===== config.mk =====
export PLATFORM = sky130hd
export DESIGN_NAME = modu_sweep_ctrl
export DESIGN_NICKNAME = d
export VERILOG_FILES = /design/src/rtl/modu_pkg.sv /design/src/rtl/sweep_hold_timer.sv /design/src/rtl/modu_sweep_ctrl.sv
export SDC_FILE = /design/constraint.sdc
export NUM_CORES = 1
export LEC_CHECK = 0
export CORE_MARGIN = 10
export CORE_UTILIZATION = 44
export CTS_CLUSTER_SIZE = 10
export DETAILED_ROUTE_END_ITERATION = 8
export MAX_ROUTING_LAYER = met4
export PLACE_DENSITY = 0.75
export SLEW_MARGIN = 10
export SYNTH_ARGS = -nofsm -noshare
export SYNTH_HDL_FRONTEND = slang
export SYNTH_SLANG_ARGS = --single-unit

===== constraint.sdc =====
create_clock -name clk -period 1.9 [get_ports clk]
set_clock_uncertainty 0.2 [all_clocks]
set_input_delay 0.19 -clock clk [delete_from_list [all_inputs] [get_ports clk]]
set_output_delay 0.19 -clock clk [all_outputs]
set_load 0.02 [all_outputs]

===== src/rtl/modu_pkg.sv =====
// Shared widths and state encoding for the modu exhaustive-sweep controller.
package modu_pkg;

    localparam int WA      = 1;
    localparam int WB      = 1;
    localparam int WC      = 2;
    localparam int WD      = 2;
    localparam int WF      = 3;
    localparam int NV_W    = WA + WB + WC + WD;
    localparam int SUM_W   = WF + NV_W;
    localparam int NUM_VEC = 1 << NV_W;

    typedef enum logic [1:0] {
        IDLE,
        DRIVE,
        DONE
    } sweep_state_t;

endpackage


===== src/rtl/sweep_hold_timer.sv =====
// Settle counter: counts up to HOLD-1 and saturates there until cleared.
module sweep_hold_timer #(
    parameter int HOLD = 2
) (
    input  logic clk,
    input  logic rst,
    input  logic clr,
    input  logic freeze,
    output logic expired
);

    localparam int CNT_W = (HOLD > 1) ? $clog2(HOLD) : 1;
    localparam logic [CNT_W-1:0] LAST = CNT_W'(HOLD - 1);

    logic [CNT_W-1:0] cnt;

    // Saturation at LAST is what freezes the count while the consumer stalls.
    always_ff @(posedge clk or posedge rst) begin
        if (rst) begin
            cnt <= '0;
        end else if (clr) begin
            cnt <= '0;
        end else if (!freeze && (cnt != LAST)) begin
            cnt <= cnt + 1'b1;
        end
    end

    assign expired = (cnt == LAST);

endmodule


===== src/rtl/modu_sweep_ctrl.sv =====
// Drives every {D,C,B,A} combination into modu, captures F after HOLD cycles,
// streams each capture over valid/ready and accumulates a running signature.
module modu_sweep_ctrl
    import modu_pkg::*;
#(
    parameter int HOLD = 2
) (
    input  logic             clk,
    input  logic             rst,
    input  logic             start,
    output logic [WA-1:0]    A,
    output logic [WB-1:0]    B,
    output logic [WC-1:0]    C,
    output logic [WD-1:0]    D,
    input  logic [WF-1:0]    F,
    output logic             samp_vld,
    input  logic             samp_rdy,
    output logic [NV_W-1:0]  samp_idx,
    output logic [WF-1:0]    samp_f,
    output logic             busy,
    output logic             done,
    output logic [SUM_W-1:0] sig
);

    sweep_state_t    state, state_nxt;
    logic [NV_W-1:0] idx;
    logic            expired;
    logic            start_acc;
    logic            cap;
    logic            last_vec;

    function automatic logic [SUM_W-1:0] sig_add(input logic [SUM_W-1:0] acc,
                                                 input logic [WF-1:0]    f);
        return acc + SUM_W'(f);
    endfunction

    assign last_vec     = (idx == NV_W'(NUM_VEC - 1));
    assign {D, C, B, A} = idx;

    sweep_hold_timer #(
        .HOLD(HOLD)
    ) u_hold (
        .clk    (clk),
        .rst    (rst),
        .clr    (start_acc || (cap && !last_vec)),
        .freeze (state != DRIVE),
        .expired(expired)
    );

    always_ff @(posedge clk or posedge rst) begin
        if (rst) begin
            state <= IDLE;
        end else begin
            state <= state_nxt;
        end
    end

    always_comb begin
        state_nxt = state;
        start_acc = 1'b0;
        cap       = 1'b0;
        unique case (state)
            IDLE, DONE: begin
                if (start) begin
                    start_acc = 1'b1;
                    state_nxt = DRIVE;
                end
            end
            DRIVE: begin
                // A pending, unaccepted sample blocks the capture; it retries every cycle.
                if (expired && (!samp_vld || samp_rdy)) begin
                    cap = 1'b1;
                    if (last_vec) begin
                        state_nxt = DONE;
                    end
                end
            end
            default: state_nxt = IDLE;
        endcase
    end

    always_ff @(posedge clk or posedge rst) begin
        if (rst) begin
            idx      <= '0;
            samp_vld <= 1'b0;
            samp_idx <= '0;
            samp_f   <= '0;
            busy     <= 1'b0;
            done     <= 1'b0;
            sig      <= '0;
        end else if (start_acc) begin
            idx      <= '0;
            samp_vld <= 1'b0;
            busy     <= 1'b1;
            done     <= 1'b0;
            sig      <= '0;
        end else if (cap) begin
            samp_f   <= F;
            samp_idx <= idx;
            samp_vld <= 1'b1;
            sig      <= sig_add(sig, F);
            if (last_vec) begin
                busy <= 1'b0;
                done <= 1'b1;
            end else begin
                idx <= idx + 1'b1;
            end
        end else if (samp_vld && samp_rdy) begin
            samp_vld <= 1'b0;
        end
    end

endmodule


==> impl_metrics.yaml <==
outcome:
  outcome: "completed"
timing:
  rsz0062_at_grt: "true"
  finalHoldViolCount: 0
  fmax_ghz: 0.536
  slew_viol_final: 0
  setup_viol: 0
  tightestPinTransition_ns: 0.517
  min_period_over_period_pct: 98.3
  finalWorstSetupSlack_ns: 0.0331
  fin_crit_ns: 1.87
  max-slew-margin-rel_pct: 65.5
floorplanning:
  core-area_um2: 3080
  die_x_um: 76.9
  die-area_um2: 5910
  die_y_um: 76.9
  io_pins: 34
  num_rows: 20
  start_util_pct: 46.2
drt:
  num_vias: 1237
  vias_per_cell: 5.15
  wl_per_cell_um: 13.6
  ant_nets: 0
  routed_wl_um: 3270
  drcViolationCount: 0
  dr.pass1.iters: 4
  drt_iter0_markers: 70
worst_setup_path:
  cp.arrival_ns: 1.88
  crit_type: "flop to flop"
  crit_start: "sig[0]"
  cp-end-kind: "flop"
  critPathMaxFanout: 6
  rr_endpoint: "sig[8]"
  timing.rr.start: "sig[0]"
  cp.required_ns: 1.92
  r2r_setup_slack_ns: 0.03
  crit_path_start_kind: "flop"
  crit_end: "sig[8]"
  r2r_cells: 7
clocking:
  htreeDepth: 2
  cts_hold_buf: 0
  cts.path.max_buffers: 2
  numCtsBuffers: 5
  root_buffer: "clkbuf_4"
  cts_sinks: 30
  clock_latency_ns: 0.33
  cts.clk_slew.worst_paths_ns: 0.09
  cts_tree: "yes"
grt:
  antenna_found_initial: 0
  use_met1_pct: 12.7
  grt_max_degree: 31
  top_usage_layer: "met2"
  overflow: 0
  grt_pass1_wl_um: 5440
  use_met2_pct: 18.9
  grt_pass1_vias: 1155
  use_met3_pct: 4.08
  track_usage_pct: 11.7
place:
  pre_cts_ws_ns: -0.382
  placed_cells: 229
  place.port_buffers: 33
  gp_congestion: 0.764
  dp_hpwl_um: 2470
synthesis:
  yosysUniqueCellTypes: 33
  ys_top_cells_by_area: "dfrtp_1, nand2_1, ha_1"
  synthMuxAreaShare_pct: 1.41
  synth_seq_cells: 30
  synth-edff-count: 0
  synth_compound_area_share_pct: 13.9
  synth_xor_area_share_pct: 0.616
  ys.flop_type: "dfrtp_1"
  syn_area_per_cell_um2: 9.81
  synthCells: 145
  synth_common_cells: "nand2_1, dfrtp_1, nand3_1, o21ai_0, a21oi_1"
  synth-simple-area-share_pct: 22.3
  netlist.area_leader.share_pct: 52.8
  synth_area_um2: 1420
  synth_nets: 157
  synth_top_family_by_area: "simple AND/OR/NAND/NOR gates"
  synth-adder-area-share_pct: 4.93
  yosysWarnings: 0
  yosysMostFrequentCell: "nand2_1"
  seq_area_frac_synth_pct: 52.8
  yosysTopAreaCell: "dfrtp_1"
  synth-async-reset-ratio_pct: 100
finish:
  num_antenna_cells: 0
  synthToLayoutAreaGrowth_pct: 41.8
  final_util_pct: 65.5
  drive_gt1_share_pct: 20.4
  fin_cells: 240
  nNetsFinal: 207
pwr:
  peakVddDrop_v: 0.000581
  leakage_nw: 0.933
  power_density_nw_per_um2: 1360
  power_mw: 2.75
min_path:
  hold_path.class: "primary input to asynchronous set/reset pin"
run:
  maxCapViolations: 0
[worst min-delay path by stage]
stage,start,end,slack [ns],cells after the start
6_report,rst,u_hold.expired,0.03,3
5_1_grt,rst,samp_idx[3],0.06,3
4_1_cts,rst,samp_f[1],0.04,3
3_5_place_dp,samp_idx[5],samp_idx[5],0.26,2
3_3_place_gp,samp_idx[2],samp_idx[2],0.26,2
2_1_floorplan,rst,busy,0.08,1
[flip-flops by register name, summed over array words and instances, names as in the netlist]
signal and flops:
busy 1, done 1, idx 6, samp_f 3
samp_idx 6, samp_vld 1, sig 9, state 2
u_hold.expired 1
[metrics by stage]
| stage | hold WS (ns) | cell area [µm²] | setup TNS [ns] |
|---|---|---|---|
| 2_1_floorplan | 0.0806 | 1450 | 0 |
| 3_3_place_gp | 0.259 | 1910 | -1.51 |
| 3_5_place_dp | 0.263 | 1910 | -1.91 |
| 4_1_cts | 0.0407 | 1950 | 0 |
| 5_1_grt | 0.0585 | 2020 | -0.0745 |
| 6_report | 0.0345 | 2020 | 0 |
[per-layer routing]
layer | share of wire (%) | wire length, µm | vias up
li1 | - | - | 606
met5 | 0 | 0 | -
met1 | 43 | 1400 | 599
met4 | 1.7 | 55 | 0
met3 | 4.3 | 142 | 6
met2 | 51 | 1670 | 26
[what timing repair did]
item	4_1_cts	5_1_grt
pin swaps	2	4
endpoints found under the setup margin	3	9
buffers inserted	0	3
resized for setup	1	10
[critical path, cell delays in order, from the launching register on]
cell and delay [ns]:
dfrtp_2 0.40, ha_4 0.14, inv_2 0.03, fa_2 0.36, nor2b_4 0.14, o2111ai_4 0.17, o211ai_1 0.22, o31ai_1 0.09
[area by class of cell]
cell class | count | area [µm²]
repair buffers | 50 | 462
flip-flops and latches | 30 | 754
inverters | 6 | 22.5
multi-input cells | 102 | 674
clock buffers | 8 | 48.8
fillers | 250 | 1060
well taps | 44 | 55.1
[cell families (layout without fill, tap and decap cells)]
logic type,count (synthesis),in the layout
compound gates,31,31
mux,2,2
fa+ha+maj,5,5
buf+inv,13,64
flops,30,30
xor+xnor,1,1
simple gates,63,63
[power by group]
group / internal [mW] / switching, mW
clock: 0.147 / 0.196
sequential: 0.833 / 0.172
combinational: 0.672 / 0.732
total: 1.65 / 1.10
[cell usage in the layout (no fill, tap or decap), types with 2 or more instances in the layout]
cell	netlist	layout
nand2_1	34	34
inv_1	6	5
dfrtp_1	30	27
clkdlybuf4s50_1	0	30
buf_4	0	17
dfrtp_2	0	3
or3_1	2	2
and3_4	2	2
mux2i_1	2	2
dlymetal6s2s_1	0	2
o211ai_1	3	3
ha_1	4	2
o31ai_1	5	5
a21oi_1	7	5
a21o_1	3	3
nand2b_1	4	4
clkbuf_4	0	5
and3_1	2	2
o21ai_0	9	9
a21oi_2	0	2
clkbuf_1	4	3
nand3_1	9	9
Note: power is estimated with default switching activity, not from simulation.
